## src/rtl/mem_master_pkg.sv

```systemverilog
// Shared definitions for mem_master: FSM state encoding and default geometry.
package mem_master_pkg;

  localparam int DEF_WIDTH = 8;
  localparam int DEF_DEPTH = 8;

  typedef enum logic [1:0] {
    ST_IDLE  = 2'd0,
    ST_ISSUE = 2'd1,
    ST_WAIT  = 2'd2,
    ST_RESP  = 2'd3
  } state_e;

endpackage

```

## src/rtl/mem_req_fifo.sv

```systemverilog
// Synchronous request FIFO for mem_master. Push while full and pop while empty
// are ignored; there is no bypass path from input to output.
module mem_req_fifo #(
  parameter int W     = 12,
  parameter int DEPTH = 4
) (
  input  logic         clk_i,
  input  logic         res_i,
  input  logic         push_i,
  input  logic [W-1:0] din_i,
  input  logic         pop_i,
  output logic [W-1:0] dout_o,
  output logic         full_o,
  output logic         empty_o
);
  localparam int AW = $clog2(DEPTH);

  logic [W-1:0] mem_q [DEPTH];
  logic [AW:0]  wr_q, rd_q;
  logic         do_push, do_pop;

  // Pointers carry one extra wrap bit so full and empty are distinguishable.
  assign full_o  = (wr_q[AW] != rd_q[AW]) && (wr_q[AW-1:0] == rd_q[AW-1:0]);
  assign empty_o = (wr_q == rd_q);
  assign do_push = push_i && !full_o;
  assign do_pop  = pop_i && !empty_o;
  assign dout_o  = mem_q[rd_q[AW-1:0]];

  always_ff @(posedge clk_i or posedge res_i) begin
    if (res_i) begin
      wr_q <= '0;
      rd_q <= '0;
    end else begin
      if (do_push) wr_q <= wr_q + 1'b1;
      if (do_pop)  rd_q <= rd_q + 1'b1;
    end
  end

  always_ff @(posedge clk_i) begin
    if (do_push) mem_q[wr_q[AW-1:0]] <= din_i;
  end

endmodule

```

## src/rtl/mem_master.sv

```systemverilog
// Queued single-outstanding memory master. Define MEM_MASTER_TIMEOUT_EN to
// add the m_ready watchdog; without it WAIT only exits on m_ready.
module mem_master
  import mem_master_pkg::*;
#(
  parameter int WIDTH      = DEF_WIDTH,
  parameter int DEPTH      = DEF_DEPTH,
  parameter int ADDR_WIDTH = $clog2(DEPTH),
  parameter int FIFO_DEPTH = 4,
  parameter int TIMEOUT    = 15
) (
  input  logic                  clk,
  input  logic                  res,
  input  logic                  req_valid,
  output logic                  req_ready,
  input  logic                  req_wr,
  input  logic [ADDR_WIDTH-1:0] req_addr,
  input  logic [WIDTH-1:0]      req_wdata,
  output logic                  rsp_valid,
  input  logic                  rsp_ready,
  output logic [WIDTH-1:0]      rsp_rdata,
  output logic                  rsp_err,
  output logic                  m_valid,
  output logic                  m_wr_rd,
  output logic [ADDR_WIDTH-1:0] m_addr,
  output logic [WIDTH-1:0]      m_wdata,
  input  logic                  m_ready,
  input  logic [WIDTH-1:0]      m_rdata
);
  localparam int FW = 1 + ADDR_WIDTH + WIDTH;

  state_e                 state_q, state_d;
  logic                   fifo_full, fifo_empty, fifo_push, fifo_pop;
  logic [FW-1:0]          fifo_dout;
  logic                   m_wr_rd_q;
  logic [ADDR_WIDTH-1:0]  m_addr_q;
  logic [WIDTH-1:0]       m_wdata_q, rsp_rdata_q;
  logic                   tmo, done;

  assign req_ready = !fifo_full;
  assign fifo_push = req_valid && !fifo_full;

  mem_req_fifo #(.W(FW), .DEPTH(FIFO_DEPTH)) u_fifo (
    .clk_i  (clk),
    .res_i  (res),
    .push_i (fifo_push),
    .din_i  ({req_wr, req_addr, req_wdata}),
    .pop_i  (fifo_pop),
    .dout_o (fifo_dout),
    .full_o (fifo_full),
    .empty_o(fifo_empty)
  );

  assign done = (state_q == ST_WAIT) && (m_ready || tmo);

  always_ff @(posedge clk or posedge res) begin
    if (res) state_q <= ST_IDLE;
    else     state_q <= state_d;
  end

  always_comb begin
    state_d = state_q;
    case (state_q)
      ST_IDLE:  if (!fifo_empty) state_d = ST_ISSUE;
      ST_ISSUE: state_d = ST_WAIT;
      ST_WAIT:  if (done) state_d = m_wr_rd_q ? ST_IDLE : ST_RESP;
      ST_RESP:  if (rsp_ready) state_d = ST_IDLE;
      default:  state_d = ST_IDLE;
    endcase
  end

  always_comb begin
    fifo_pop  = (state_q == ST_IDLE) && !fifo_empty;
    m_valid   = (state_q == ST_ISSUE);
    rsp_valid = (state_q == ST_RESP);
  end

  // Command registers double as the memory-port outputs so they hold between issues.
  always_ff @(posedge clk or posedge res) begin
    if (res) begin
      m_wr_rd_q   <= 1'b0;
      m_addr_q    <= '0;
      m_wdata_q   <= '0;
      rsp_rdata_q <= '0;
    end else begin
      if (fifo_pop) {m_wr_rd_q, m_addr_q, m_wdata_q} <= fifo_dout;
      if (done && !m_wr_rd_q) rsp_rdata_q <= m_ready ? m_rdata : '0;
    end
  end

  assign m_wr_rd   = m_wr_rd_q;
  assign m_addr    = m_addr_q;
  assign m_wdata   = m_wdata_q;
  assign rsp_rdata = rsp_rdata_q;

`ifdef MEM_MASTER_TIMEOUT_EN
  localparam int CW = $clog2(TIMEOUT + 1);
  logic [CW-1:0] cnt_q;
  logic          rsp_err_q;

  // Fires on the TIMEOUT-th consecutive WAIT cycle without m_ready.
  assign tmo = (state_q == ST_WAIT) && !m_ready && (cnt_q == CW'(TIMEOUT - 1));

  always_ff @(posedge clk or posedge res) begin
    if (res) begin
      cnt_q     <= '0;
      rsp_err_q <= 1'b0;
    end else begin
      cnt_q <= (state_q == ST_WAIT && !m_ready) ? cnt_q + 1'b1 : '0;
      if (done && !m_wr_rd_q) rsp_err_q <= !m_ready;
    end
  end

  assign rsp_err = rsp_err_q;
`else
  assign tmo     = 1'b0;
  assign rsp_err = 1'b0;
`endif

endmodule

```

## config.mk

```make
export PLATFORM = sky130hd
export DESIGN_NAME = mem_master
export DESIGN_NICKNAME = d
export VERILOG_FILES = /design/src/rtl/mem_master_pkg.sv /design/src/rtl/mem_req_fifo.sv /design/src/rtl/mem_master.sv
export SDC_FILE = /design/constraint.sdc
export NUM_CORES = 1
export LEC_CHECK = 0
export CELL_PAD_IN_SITES_DETAIL_PLACEMENT = 0
export CELL_PAD_IN_SITES_GLOBAL_PLACEMENT = 1
export CORE_MARGIN = 5
export CORE_UTILIZATION = 40
export CTS_BUF_LIST = sky130_fd_sc_hd__clkbuf_8 sky130_fd_sc_hd__clkbuf_16
export DETAILED_ROUTE_END_ITERATION = 8
export PLACE_DENSITY_LB_ADDON = 0.1
export SLEW_MARGIN = 20
export SYNTH_ARGS = -nofsm -noshare
export SYNTH_HDL_FRONTEND = slang
export SYNTH_SLANG_ARGS = --single-unit
```

## constraint.sdc

```tcl
create_clock -name clk -period 5.4 [get_ports clk]
set_clock_uncertainty 0.05 [all_clocks]
set_input_delay 1.08 -clock clk [delete_from_list [all_inputs] [get_ports clk]]
set_output_delay 1.08 -clock clk [all_outputs]
set_load 0.05 [all_outputs]
```

### After elaboration in Yosys (flattened, before gate mapping)

Memory sizes are Yosys's and may differ from the RTL's. A register that Yosys moved wholly into a read port is not among the register bits.
Cells that the tools add are included.

* flip-flop bits (word level): 16
* bits in latches: 0
* RAM bits: 48
* memory bits (read-only): 0
* input bits: 25
* word-level logic and storage cells: 36
* memories kept: 1

* add/sub/neg operators: 2
* multiply operators: 0
* div/mod/pow operators: 0
* $lt $le $gt $ge: 0
* equality and inequality tests: 9
* shift-type cells: 0
* muxes and demuxes: 8
* bitwise operators: 0
* reductions and logical operators: 12

Memories
* u_fifo.mem_q: words 4, width 12, rd ports 1, clocked after Yosys merged registers in 1, write ports 1, RTL line mem_req_fifo.sv:18 `logic [W-1:0] mem_q [DEPTH];`

Operators with widths (count)
* 2-bit two-way mux: 4
* 8-bit two-way mux: 1
* 2-bit one-hot mux with 4 select lines: 1
* 1-bit logical AND: 7
* 3-bit by 1-bit adder with 3-bit output, second input constant: 2
* 2-bit == test, second input constant: 2
* 2-bit != test, second input constant: 2
* 3-bit == test: 1
* 1-bit logical NOT: 3
* 3-bit AND reduction: 1
* 2-bit by 1-bit == test with 1-bit output, second input constant: 1
* 2-bit == test: 1
* 2-bit logical NOT: 1
* 1-bit two-way mux: 2
* 2-bit by 1-bit != test with 1-bit output, second input constant: 1
* 1-bit != test: 1

### Longest topological paths before layout

Gate-level depths: netlist of the first run.

* word-level depth: 7
* gate-level depth with buffers: 5
* gate-level depth less buffers: 4

### Cells and area by module

From an unflattened synthesis of the first run, not the netlist that was laid out.

* cells, all modules: 172
* area, all modules: 3245.6 µm²

Modules (own cells, without submodules)
* mem_req_fifo: instances 1, cells each 113, area each 2252.2 µm², seq. area each 1591.5 µm²
* mem_master: instances 1, cells each 59, area each 993.5 µm², seq. area each 550.5 µm²

### Worst setup path before layout of the first run

OpenSTA, ideal clock, no wires.

* path kind: input-to-reg
* start point: input req_valid
* end point: memory u_fifo.mem_q[3][0] (enable)
* library setup time: 392 ps
* arrival: 1860 ps
* required time: 4958 ps
* setup slack: 3099 ps
* stages on the path: 2
* path buffers: 0
* cells stage by stage: nand2_1 > a31oi_1

* longest elaborated chain between the ends: 4

RTL lines
* start, declared: RTL line mem_master.sv:14 `input logic req_valid,`
* 1-bit logical AND: RTL line mem_master.sv:41 `assign fifo_push = req_valid && !fifo_full;`
* 1-bit logical AND: RTL line mem_req_fifo.sv:25 `assign do_push = push_i && !full_o;`
* 1-bit two-way mux: RTL line mem_req_fifo.sv:40 `if (do_push) mem_q[wr_q[AW-1:0]] <= din_i;`
* 1-bit two-way mux (implied by the code): RTL line mem_req_fifo.sv:40
* end, declared: RTL line mem_req_fifo.sv:18

No other way between the ends.

### Worst setup path in the final report of the first run

* start point: register u_fifo.rd_q[0]
* end point: output req_ready

* longest elaborated chain between the ends: 3

RTL lines
* start, declared: RTL line mem_req_fifo.sv:19 `logic [AW:0] wr_q, rd_q;`
* start signal, assigned: RTL line mem_req_fifo.sv:35 `if (do_pop) rd_q <= rd_q + 1'b1;`
* 2-bit == test: RTL line mem_req_fifo.sv:23 `assign full_o = (wr_q[AW] != rd_q[AW]) && (wr_q[AW-1:0] == rd_q[AW-1:0]);`
* 1-bit logical AND: RTL line mem_req_fifo.sv:23
* 1-bit logical NOT: RTL line mem_master.sv:40 `assign req_ready = !fifo_full;`
* end, declared: RTL line mem_master.sv:15 `output logic req_ready,`

No other way between the ends.

==> load_flow_metrics.sql, run 1 <==
INSERT INTO impl_metrics (metric_group, metric, value, unit) VALUES
('floorplanning', 'floorplan.io_pins', '49', ''),
('clocking', 'cts_max_level', '3', ''),
('power_and_ir_drop', 'peakVddDrop', '0.294', 'mV'),
('global_route', 'initial_antenna_violation_count', '0', ''),
('worst_hold_path', 'start_point_of_the_worst_min_delay_path', 'u_fifo.wr_q[2]$_DFFE_PP0N_', ''),
('logic_synthesis', 'netlist_area', '3030', 'um^2'),
('logic_synthesis', 'basic_gate_share_of_the_synthesized_area_counting_and_or_nand_and_nor_cells', '2.02', '%'),
('critical_path', 'critical_path.reg2reg.endpoint', 'u_fifo.mem_q[2][4]$_DFFE_PP_', ''),
('logic_synthesis', 'mappedNetlistNets', '184', ''),
('final_layout', 'area.growth.synth_to_final', '24.2', '%'),
('clocking', 'cts_hold_repair.buffers', '0', ''),
('flow_run', 'timing.max_cap.violations', '0', ''),
('logic_synthesis', 'main_combinational_cell_family_by_area_after_synthesis', 'multiplexers', ''),
('logic_synthesis', 'adder_cell_fraction_of_synth_area', '2.07', '%'),
('clocking', 'cts.root.buffer_cell', 'sky130_fd_sc_hd__clkbuf_8', ''),
('logic_synthesis', 'avgSynthCellArea', '19.7', 'um^2'),
('power_and_ir_drop', 'cellLeakagePower', '1.41', 'nW'),
('logic_synthesis', 'synth_compound_gate_area_share', '1.90', '%'),
('critical_path', 'worst-r2r-setup-slack', '2770', 'ps'),
('critical_path', 'crit_path_max_fanout', '16', ''),
('clocking', 'cts_resized', '0', ''),
('detailed_routing', 'drt_first_iter_violations', '44', ''),
('timing', 'rsz_0062_raised_after_global_routing', 'false', ''),
('global_route', 'grt_max_degree', '29', ''),
('global_route', 'grt.total_usage', '11.8', '%'),
('critical_path', 'reg2regPathDepth', '3', ''),
('clocking', 'number_of_buffers_created_by_cts', '9', ''),
('worst_hold_path', 'whs_path_depth', '1', ''),
('global_route', 'total_gr_overflow', '0', ''),
('detailed_routing', 'dr.pass1.iters', '4', ''),
('timing', 'setup_violations', '0', ''),
('critical_path', 'startpoint_type', 'flip-flop', ''),
('placement', 'place_congestion', '0.753', ''),
('clocking', 'postCtsSetupRepairBufs', '0', ''),
('worst_hold_path', 'kind_of_path_behind_the_tightest_hold_check', 'flip-flop to flip-flop', ''),
('worst_hold_path', 'timing.hold.worst_endpoint', 'u_fifo.wr_q[2]$_DFFE_PP0N_', ''),
('power_and_ir_drop', 'fin_total_pwr', '0.00242', 'W'),
('clocking', 'worst_path_clk_slew', '70', 'ps'),
('detailed_routing', 'drtAntennaViolNets', '0', ''),
('critical_path', 'worst_ep_arrival_time', '2440', 'ps'),
('critical_path', 'timing.critical_path.to_type', 'output pin', ''),
('logic_synthesis', 'synth.top_cells.by_area', 'sky130_fd_sc_hd__edfxtp_1 48%, sky130_fd_sc_hd__dfrtp_1 23%, sky130_fd_sc_hd__mux4_2 8.9%', ''),
('floorplanning', 'num_rows', '31', ''),
('final_layout', 'drive_gt1_share', '23.5', '%'),
('global_route', 'grtUsageMet2', '18.9', '%'),
('detailed_routing', 'drc', '0', ''),
('detailed_routing', 'totalWireLength', '5290', 'um'),
('clocking', 'clock_sink_count', '76', ''),
('detailed_routing', 'wire_per_inst', '17.0', 'um'),
('timing', 'final-max-slew-violation-count', '0', ''),
('timing', 'worstMarginPinSlew', '927', 'ps'),
('logic_synthesis', 'synth_area_leader_cell', 'sky130_fd_sc_hd__edfxtp_1', ''),
('global_route', 'met1_usage', '14.4', '%'),
('final_layout', 'num-nets-final', '238', ''),
('status', 'run_status', 'completed', ''),
('clocking', 'max-clock-path-buffers', '2', ''),
('timing', 'fmaxAchievable', '0.280', 'GHz'),
('critical_path', 'r2r_start', 'u_fifo.rd_q[0]$_DFFE_PP0P_', ''),
('global_route', 'grt_first_pass_wirelength', '8380', 'um'),
('detailed_routing', 'vias', '1511', ''),
('clocking', 'clock_insertion_delay_worst_skew', '330', 'ps'),
('timing', 'hold_violations', '0', ''),
('critical_path', 'timing.critical_path.required', '4270', 'ps'),
('logic_synthesis', 'ys_seq_elements', '76', ''),
('critical_path', 'timing_worst_setup_path_type', 'flip-flop to output pin', ''),
('timing', 'fin_crit_sh', '66.1', '%'),
('floorplanning', 'initial_core_util', '41.3', '%'),
('logic_synthesis', 'post_synth_mux_area_share', '18.1', '%'),
('logic_synthesis', 'yosys.area.top_type_share', '47.6', '%'),
('logic_synthesis', 'post_synth_xor_area_fraction', '2.60', '%'),
('power_and_ir_drop', 'cellPowerDensity', '644', 'nW/um^2');
## layout by cell type, fill, tap and decap left out
cell,n
sky130_fd_sc_hd__nand2_1,3
sky130_fd_sc_hd__o311ai_0,1
sky130_fd_sc_hd__a21oi_1,2
sky130_fd_sc_hd__clkdlybuf4s50_1,47
sky130_fd_sc_hd__nor2_1,1
sky130_fd_sc_hd__a31oi_1,2
sky130_fd_sc_hd__bufinv_16,1
sky130_fd_sc_hd__edfxtp_1,48
sky130_fd_sc_hd__nand3_1,1
sky130_fd_sc_hd__o31a_4,1
sky130_fd_sc_hd__xnor2_1,4
sky130_fd_sc_hd__mux2_4,8
sky130_fd_sc_hd__mux4_2,12
sky130_fd_sc_hd__inv_1,9
sky130_fd_sc_hd__conb_1,1
sky130_fd_sc_hd__buf_4,2
sky130_fd_sc_hd__and2_1,4
sky130_fd_sc_hd__nor3_2,1
sky130_fd_sc_hd__xor2_1,5
sky130_fd_sc_hd__a211o_1,1
sky130_fd_sc_hd__nor2b_1,1
sky130_fd_sc_hd__mux2_2,14
sky130_fd_sc_hd__clkbuf_8,9
sky130_fd_sc_hd__ha_1,5
sky130_fd_sc_hd__dfrtp_1,28
sky130_fd_sc_hd__clkinv_2,2
## cell type report
| class | count | area [um^2] | area share [%] |
|---|---|---|---|
| Timing Repair Buffer | 49 | 485 | 12.9 |
| Sequential cell | 76 | 2140 | 57.0 |
| Clock buffer | 9 | 124 | 3.29 |
| Inverter | 5 | 18.8 | 0.499 |
| Multi-Input combinational cell | 67 | 812 | 21.6 |
| Clock inverter | 7 | 55.1 | 1.46 |
| Tap cell | 99 | 124 | 3.29 |
## worst max-delay path by stage
| stage | start | end | depth (start not counted) |
|---|---|---|---|
| 6_report | u_fifo.rd_q[0]$_DFFE_PP0P_ | req_ready | 3 |
| 5_1_grt | u_fifo.rd_q[0]$_DFFE_PP0P_ | req_ready | 3 |
| 4_1_cts | u_fifo.rd_q[0]$_DFFE_PP0P_ | req_ready | 3 |
| 3_5_place_dp | u_fifo.rd_q[0]$_DFFE_PP0P_ | req_ready | 3 |
| 3_3_place_gp | u_fifo.rd_q[0]$_DFFE_PP0P_ | req_ready | 3 |
| 2_1_floorplan | req_valid | u_fifo.mem_q[3][0]$_DFFE_PP_ | 2 |
## logic make-up (layout without fill, tap and decap cells)
group | count (synthesis) | in the layout
xor+xnor | 9 | 9
other cells | 1 | 1
fa+ha+maj | 5 | 5
mux | 34 | 34
simple gates | 11 | 11
buf+inv | 11 | 70
flops | 76 | 76
compound gates | 7 | 7
## through the flow
| step | cell area (um^2) | worst slack, ps | std cells | hold WS, ps |
|---|---|---|---|---|
| 2_1_floorplan | 3030 | 3100 | 154 | 410 |
| 3_3_place_gp | 3580 | 2130 | 296 | 424 |
| 3_5_place_dp | 3580 | 2100 | 296 | 435 |
| 4_1_cts | 3760 | 1720 | 312 | 446 |
| 5_1_grt | 3760 | 1590 | 312 | 468 |
| 6_report | 3760 | 1830 | 312 | 442 |
## Yosys cell counts
master,count
sky130_fd_sc_hd__buf_8,1
sky130_fd_sc_hd__a21oi_1,2
sky130_fd_sc_hd__xor2_1,5
sky130_fd_sc_hd__a31oi_1,2
sky130_fd_sc_hd__o311ai_0,1
sky130_fd_sc_hd__edfxtp_1,48
sky130_fd_sc_hd__and2_1,4
sky130_fd_sc_hd__nand3_1,1
sky130_fd_sc_hd__a211o_1,1
sky130_fd_sc_hd__conb_1,1
sky130_fd_sc_hd__buf_2,2
sky130_fd_sc_hd__ha_1,5
sky130_fd_sc_hd__buf_6,2
sky130_fd_sc_hd__xnor2_1,4
sky130_fd_sc_hd__mux4_2,12
sky130_fd_sc_hd__mux2_4,8
sky130_fd_sc_hd__nand2_1,3
sky130_fd_sc_hd__nor2b_1,1
sky130_fd_sc_hd__nor2_1,1
sky130_fd_sc_hd__o31a_4,1
sky130_fd_sc_hd__dfrtp_1,28
sky130_fd_sc_hd__buf_4,1
sky130_fd_sc_hd__inv_1,5
sky130_fd_sc_hd__mux2_2,14
sky130_fd_sc_hd__nor3_2,1
## report_power, final
group	switching [W]	internal, W
sequential	0.000142	0.000824
combinational	0.000587	0.000475
clock	0.000187	0.000205
## flip-flops by register name, summed over array words and instances, names as in the netlist
signal        count
state_q           2
u_fifo.wr_q       3
m_wr_rd           1
rsp_rdata         8
m_addr            3
u_fifo.mem_q     48
u_fifo.rd_q       3
m_wdata           8
## routing by layer
layer | vias up | share of wire (%)
li1 | 691 | -
met3 | 9 | 5.0
met1 | 766 | 44
met2 | 45 | 49
met5 | - | 0
met4 | 0 | 1.3
## critical path, cell delays in order, from the launching register on
cell and delay (ps):
sky130_fd_sc_hd__dfrtp_1 950, sky130_fd_sc_hd__xnor2_1 220, sky130_fd_sc_hd__nand3_1 130, sky130_fd_sc_hd__clkdlybuf4s50_1 810
Power figures use the tool's default switching activity.
==> run 2, diff against run 1 <==
==> constraint.sdc (replaced) <==
create_clock -name clk -period 3.22 [get_ports clk]
set_clock_uncertainty 0.05 [all_clocks]
set_input_delay 0.644 -clock clk [delete_from_list [all_inputs] [get_ports clk]]
set_output_delay 0.644 -clock clk [all_outputs]
set_load 0.05 [all_outputs]
==> run 2 against run 1 <==
Against the previous run: utilization is 0.49 points higher; die area stayed put; count of clock-buffer cells in the layout is 1 higher; worst setup slack worse by 1200 ps; sequential share of layout area is 0.54 points lower; critical path type unchanged; largest power group unchanged.
==> load_flow_metrics.sql, run 2 (synthesis results as in run 1) <==
INSERT INTO impl_metrics (metric_group, metric, value, unit) VALUES
('timing', 'fmaxAchievable', '0.381', 'GHz'),
('floorplanning', 'dieArea', '9410', 'um^2'),
('global_route', 'first_global_vias', '1691', ''),
('floorplanning', 'initial_core_util', '41.3', '%'),
('global_route', 'grt.total_usage', '12.2', '%'),
('global_route', 'initial_antenna_violation_count', '0', ''),
('timing', 'rsz_0062_raised_after_global_routing', 'false', ''),
('global_route', 'grt_max_degree', '29', ''),
('placement', 'dpl.hpwl', '3510', 'um'),
('clocking', 'clock_insertion_delay_worst_skew', '340', 'ps'),
('final_layout', 'layout_commonest_cell', 'sky130_fd_sc_hd__edfxtp_1', ''),
('critical_path', 'crit_path_max_fanout', '5', ''),
('critical_path', 'timing.critical_path.required', '2530', 'ps'),
('clocking', 'worst_path_clk_slew', '80', 'ps'),
('clocking', 'cts_tree', 'done', ''),
('clocking', 'max-clock-path-buffers', '2', ''),
('timing', 'min_period', '2630', 'ps'),
('power_and_ir_drop', 'peakVddDrop', '0.701', 'mV'),
('clocking', 'clock_sink_count', '76', ''),
('detailed_routing', 'drc', '0', ''),
('floorplanning', 'num_rows', '31', ''),
('detailed_routing', 'totalWireLength', '5360', 'um'),
('final_layout', 'layout.cells.most_common_list', '48 x sky130_fd_sc_hd__edfxtp_1, 47 x sky130_fd_sc_hd__clkdlybuf4s50_1, 28 x sky130_fd_sc_hd__dfrtp_1, 14 x sky130_fd_sc_hd__mux2_2, 12 x sky130_fd_sc_hd__mux4_2', ''),
('power_and_ir_drop', 'cellPowerDensity', '1090', 'nW/um^2'),
('critical_path', 'r2r_start', 'u_fifo.wr_q[1]$_DFFE_PP0N_', ''),
('timing', 'hold_violations', '0', ''),
('critical_path', 'timing.critical_path.to_type', 'output pin', ''),
('critical_path', 'worst-r2r-setup-slack', '1100', 'ps'),
('worst_hold_path', 'kind_of_path_behind_the_tightest_hold_check', 'flip-flop to flip-flop', ''),
('timing', 'fin_crit_sh', '81.6', '%'),
('detailed_routing', 'route.detailed.vias_per_inst', '4.91', ''),
('placement', 'place_congestion', '0.723', ''),
('detailed_routing', 'drtAntennaViolNets', '0', ''),
('global_route', 'total_gr_overflow', '0', ''),
('final_layout', 'num_antenna_cells', '0', ''),
('final_layout', 'n_fill_cell', '591', ''),
('detailed_routing', 'wire_per_inst', '17.1', 'um'),
('clocking', 'cts.root.buffer_cell', 'sky130_fd_sc_hd__clkbuf_8', ''),
('floorplanning', 'core_area', '7330', 'um^2'),
('timing', 'relSlewSlack', '56.1', '%'),
('clocking', 'cts_max_level', '3', ''),
('clocking', 'cts_resized', '0', ''),
('critical_path', 'startpoint_type', 'flip-flop', ''),
('worst_hold_path', 'timing.hold.worst_endpoint', 'u_fifo.wr_q[2]$_DFFE_PP0N_', ''),
('timing', 'worstMarginPinSlew', '655', 'ps'),
('status', 'run_status', 'completed', ''),
('critical_path', 'critical_path.reg2reg.endpoint', 'u_fifo.mem_q[1][7]$_DFFE_PP_', ''),
('critical_path', 'reg2regPathDepth', '3', ''),
('detailed_routing', 'vias', '1541', ''),
('flow_run', 'timing.max_cap.violations', '0', ''),
('final_layout', 'drive_gt1_share', '25.6', '%'),
('placement', 'dp_cells', '298', ''),
('timing', 'fin_ws', '592', 'ps'),
('detailed_routing', 'dr.pass1.iters', '4', ''),
('clocking', 'cts_hold_repair.buffers', '0', ''),
('clocking', 'number_of_buffers_created_by_cts', '9', ''),
('global_route', 'grt_first_pass_wirelength', '8830', 'um'),
('worst_hold_path', 'start_point_of_the_worst_min_delay_path', 'u_fifo.wr_q[2]$_DFFE_PP0N_', ''),
('power_and_ir_drop', 'cellLeakagePower', '1.41', 'nW'),
('final_layout', 'final_core_utilization', '51.8', '%'),
('critical_path', 'timing_worst_setup_path_type', 'flip-flop to output pin', ''),
('timing', 'final-max-slew-violation-count', '0', ''),
('final_layout', 'layoutNonFillerInstCount', '314', ''),
('floorplanning', 'floorplan.io_pins', '49', ''),
('worst_hold_path', 'whs_path_depth', '1', ''),
('final_layout', 'area.growth.synth_to_final', '25.4', '%'),
('placement', 'dp_slack', '624', 'ps'),
('critical_path', 'worst_ep_arrival_time', '1930', 'ps'),
('final_layout', 'largest_reg_flops', '48', ''),
('timing', 'setup_violations', '0', ''),
('final_layout', 'num-nets-final', '240', ''),
('clocking', 'postCtsSetupRepairBufs', '0', ''),
('placement', 'placement.io_buffers', '47', ''),
('floorplanning', 'die_x', '97.0', 'um'),
('floorplanning', 'die_ht', '97.0', 'um'),
('timing', 'finalSetupTns', '0', 'ps'),
('detailed_routing', 'drt_first_iter_violations', '58', '');
==> run 2: changes by cell type in the layout (fill, tap and decap cells not counted) <==
cell,previous run,this run
sky130_fd_sc_hd__clkinvlp_4,0,2
sky130_fd_sc_hd__clkinv_2,2,1
sky130_fd_sc_hd__inv_6,0,1
sky130_fd_sc_hd__inv_1,9,6
sky130_fd_sc_hd__clkbuf_8,9,10
sky130_fd_sc_hd__buf_4,2,4
==> run 2: power breakdown <==
part / internal [W] / switching, W / total [W]
clock: 0.000378 / 0.000343 / 0.000720
combinational: 0.000810 / 0.00108 / 0.00189
sequential: 0.00138 / 0.000151 / 0.00153
total: 0.00257 / 0.00157 / 0.00414
==> run 2: metrics by stage <==
| step | power (W) | instance area [um^2] | hold WS (ps) |
|---|---|---|---|
| after global routing | 0.00437 | 3800 | 455 |
| final | 0.00414 | 3800 | 440 |
| after detailed placement | 0.00348 | 3600 | 432 |
| after CTS | 0.00421 | 3800 | 444 |
| after floorplan | 0.00295 | 3030 | 410 |
| after global placement | 0.00344 | 3600 | 423 |
==> run 2: area by class of cell <==
| type | instances | area [um^2] | share of cell area [%] |
|---|---|---|---|
| multi-input combinational | 67 | 812 | 21.4 |
| clock inverter | 6 | 62.6 | 1.65 |
| sequential | 76 | 2140 | 56.4 |
| inverter | 5 | 18.8 | 0.494 |
| clock buffer | 10 | 138 | 3.62 |
| timing repair buffer | 51 | 500 | 13.2 |
| tap | 99 | 124 | 3.26 |
==> run 2: layer usage <==
metal	global-route usage (%)	routed length [um]	share of wire, %	up-vias
li1	-	-	-	694
met5	0	0	0	-
met3	3.96	383	7.1	11
met4	6.48	124	2.3	0
met1	15.3	2350	44	776
met2	18.8	2510	47	60
==> run 2: how the worst max path moves through the flow <==
stage | slack (ps) | to | start
2_1_floorplan | 1310 | u_fifo.mem_q[3][0]$_DFFE_PP_ | u_fifo.rd_q[1]$_DFFE_PP0P_
3_3_place_gp | 700 | u_fifo.mem_q[1][4]$_DFFE_PP_ | req_valid
3_5_place_dp | 620 | u_fifo.mem_q[2][10]$_DFFE_PP_ | req_valid
4_1_cts | 550 | req_ready | u_fifo.rd_q[2]$_DFFE_PP0P_
5_1_grt | 500 | req_ready | u_fifo.rd_q[2]$_DFFE_PP0P_
6_report | 590 | req_ready | u_fifo.rd_q[2]$_DFFE_PP0P_
==> run 2: critical path, stage by stage, from the launching register on <==
cell,delay (ps)
sky130_fd_sc_hd__dfrtp_1,410
sky130_fd_sc_hd__xor2_1,350
sky130_fd_sc_hd__nand3_1,110
sky130_fd_sc_hd__clkdlybuf4s50_1,720
==> run 3, diff against run 2 <==
==> constraint.sdc (replaced) <==
create_clock -name clk -period 2.6 [get_ports clk]
set_clock_uncertainty 0.05 [all_clocks]
set_input_delay 0.52 -clock clk [delete_from_list [all_inputs] [get_ports clk]]
set_output_delay 0.52 -clock clk [all_outputs]
set_load 0.05 [all_outputs]
==> run 3 against run 2 <==
Against the previous run: critical path depth decreased by 1; count of clock-buffer cells in the layout decreased by 1; largest power group unchanged; power increased by 23%; first-iteration DRC count decreased by 21%; register-to-register slack got worse by 390 ps.
==> load_flow_metrics.sql, run 3 (synthesis results as in run 1) <==
INSERT INTO impl_metrics (metric_group, metric, value, unit) VALUES
('floorplanning', 'initial_core_util', '41.3', '%'),
('detailed_routing', 'dr.pass1.iters', '4', ''),
('worst_hold_path', 'kind_of_path_behind_the_tightest_hold_check', 'flip-flop to flip-flop', ''),
('critical_path', 'timing.critical_path.required', '2030', 'ps'),
('final_layout', 'area.growth.synth_to_final', '26.0', '%'),
('clocking', 'cts_hold_repair.buffers', '0', ''),
('power_and_ir_drop', 'cellLeakagePower', '1.42', 'nW'),
('status', 'run_status', 'completed', ''),
('critical_path', 'critical_path.reg2reg.endpoint', 'u_fifo.mem_q[2][10]$_DFFE_PP_', ''),
('critical_path', 'reg2regPathDepth', '4', ''),
('critical_path', 'worst-r2r-setup-slack', '710', 'ps'),
('final_layout', 'final_area', '3810', 'um^2'),
('global_route', 'grt.total_usage', '12.5', '%'),
('global_route', 'initial_antenna_violation_count', '0', ''),
('global_route', 'first_global_vias', '1655', ''),
('detailed_routing', 'totalWireLength', '5520', 'um'),
('final_layout', 'largest_reg_flops', '48', ''),
('critical_path', 'critical_path.startpoint', 'state_q[1]$_DFFE_PP0P_', ''),
('critical_path', 'timing.critical_path.to_type', 'output pin', ''),
('placement', 'place_congestion', '0.720', ''),
('critical_path', 'critical-path-top-delay-family', 'buffers and inverters', ''),
('floorplanning', 'die_ht', '97.0', 'um'),
('final_layout', 'final_core_utilization', '52.0', '%'),
('timing', 'fmaxAchievable', '0.429', 'GHz'),
('detailed_routing', 'drt_first_iter_violations', '46', ''),
('critical_path', 'critical_path_cell_count', '2', ''),
('placement', 'dp_cells', '303', ''),
('detailed_routing', 'wire_per_inst', '17.3', 'um'),
('timing', 'fin_crit_sh', '89.6', '%'),
('final_layout', 'num_antenna_cells', '0', ''),
('critical_path', 'sum_of_buffers_and_inverters_on_the_critical_path', '1', ''),
('timing', 'rsz_0062_raised_after_global_routing', 'false', ''),
('clocking', 'postCtsSetupRepairBufs', '0', ''),
('detailed_routing', 'route.detailed.vias_per_inst', '4.86', ''),
('placement', 'placement.io_buffers', '47', ''),
('floorplanning', 'dieArea', '9410', 'um^2'),
('global_route', 'total_gr_overflow', '0', ''),
('timing', 'min_period', '2330', 'ps'),
('final_layout', 'drive_gt1_share', '27.3', '%'),
('power_and_ir_drop', 'fin_total_pwr', '0.00510', 'W'),
('power_and_ir_drop', 'cellPowerDensity', '1340', 'nW/um^2'),
('global_route', 'grt_max_degree', '29', ''),
('clocking', 'cts_max_level', '3', ''),
('timing', 'worstMarginPinSlew', '505', 'ps'),
('power_and_ir_drop', 'peakVddDrop', '0.526', 'mV'),
('critical_path', 'startpoint_type', 'flip-flop', ''),
('critical_path', 'path_cells', 'and2_1 > clkdlybuf4s50_1', ''),
('clocking', 'worst_path_clk_slew', '80', 'ps'),
('critical_path', 'r2r_start', 'u_fifo.wr_q[1]$_DFFE_PP0N_', ''),
('critical_path', 'worst_ep_arrival_time', '1760', 'ps'),
('critical_path', 'crit_end', 'rsp_valid', ''),
('timing', 'finalSetupTns', '0', 'ps'),
('detailed_routing', 'drtAntennaViolNets', '0', ''),
('flow_run', 'timing.max_cap.violations', '0', ''),
('clocking', 'cts_resized', '0', ''),
('clocking', 'cts.root.buffer_cell', 'sky130_fd_sc_hd__clkbuf_8', ''),
('timing', 'hold_violations', '0', ''),
('detailed_routing', 'vias', '1551', ''),
('final_layout', 'layoutNonFillerInstCount', '319', ''),
('clocking', 'number_of_buffers_created_by_cts', '9', ''),
('critical_path', 'crit_path_max_fanout', '5', ''),
('clocking', 'cts_tree', 'done', ''),
('clocking', 'clock_insertion_delay_worst_skew', '340', 'ps'),
('floorplanning', 'die_x', '97.0', 'um'),
('floorplanning', 'floorplan.io_pins', '49', ''),
('clocking', 'max-clock-path-buffers', '2', ''),
('critical_path', 'critical_path.max_stage_delay', '820', 'ps'),
('final_layout', 'layout.cells.most_common_list', '48 x sky130_fd_sc_hd__edfxtp_1, 46 x sky130_fd_sc_hd__clkdlybuf4s50_1, 28 x sky130_fd_sc_hd__dfrtp_1, 14 x sky130_fd_sc_hd__mux2_2, 12 x sky130_fd_sc_hd__mux4_2', ''),
('clocking', 'clock_sink_count', '76', ''),
('timing', 'setup_violations', '0', ''),
('detailed_routing', 'drc', '0', ''),
('placement', 'placed_cell_area', '3640', 'um^2'),
('global_route', 'grt_first_pass_wirelength', '8960', 'um'),
('timing', 'relSlewSlack', '66.2', '%'),
('floorplanning', 'num_rows', '31', ''),
('critical_path', 'timing_worst_setup_path_type', 'flip-flop to output pin', ''),
('timing', 'final-max-slew-violation-count', '0', ''),
('critical_path', 'critical-path-slowest-cell', 'sky130_fd_sc_hd__clkdlybuf4s50_1', ''),
('floorplanning', 'core_area', '7330', 'um^2'),
('final_layout', 'num-nets-final', '245', ''),
('final_layout', 'layout_commonest_cell', 'sky130_fd_sc_hd__edfxtp_1', ''),
('placement', 'dpl.hpwl', '3740', 'um');
[run 3: cell type report]
cell class / instances / area, um^2
Inverter: 5 / 18.8
Sequential cell: 76 / 2140
Tap cell: 99 / 124
Fill cell: 608 / 3520
Clock inverter: 7 / 45.0
Timing Repair Buffer: 56 / 548
Multi-Input combinational cell: 67 / 812
Clock buffer: 9 / 124
[run 3: worst reg2reg max path, delay by kind of cell (launching register included)]
family / cells / cell delay, ps
AOI/OAI and AO/OA: 1 / 420
xor gates and xnor gates: 1 / 200
buffers and inverters: 1 / 220
DFF: 1 / 480
and+or+nand+nor: 1 / 200
[run 3: per-stage QoR]
step	worst slack [ps]	hold WS [ps]
floorplan	688	410
global placement	468	431
detailed placement	421	442
CTS	252	453
global route	202	467
finish	271	452
[run 3: layer usage]
layer	track usage, %	share of wire (%)	up-vias
met5	0	0	-
met4	5.51	1.3	0
met3	3.74	5.7	6
met2	19.7	48	49
met1	15.8	45	790
li1	-	-	706
[run 3: where the power goes]
| part | switching (W) | internal, W |
|---|---|---|
| sequential | 0.000202 | 0.00171 |
| combinational | 0.00135 | 0.00106 |
| clock | 0.000433 | 0.000341 |
| total | 0.00198 | 0.00312 |
[run 3: worst min-delay path by stage]
stage	end	slack [ps]	start	depth (start not counted)
floorplan	u_fifo.wr_q[2]$_DFFE_PP0N_	410	u_fifo.wr_q[2]$_DFFE_PP0N_	1
global placement	u_fifo.wr_q[2]$_DFFE_PP0N_	430	u_fifo.wr_q[2]$_DFFE_PP0N_	1
detailed placement	u_fifo.wr_q[2]$_DFFE_PP0N_	440	u_fifo.wr_q[2]$_DFFE_PP0N_	1
CTS	u_fifo.wr_q[2]$_DFFE_PP0N_	450	u_fifo.wr_q[2]$_DFFE_PP0N_	1
global route	u_fifo.rd_q[2]$_DFFE_PP0P_	470	u_fifo.rd_q[2]$_DFFE_PP0P_	1
finish	u_fifo.wr_q[2]$_DFFE_PP0N_	450	u_fifo.wr_q[2]$_DFFE_PP0N_	1
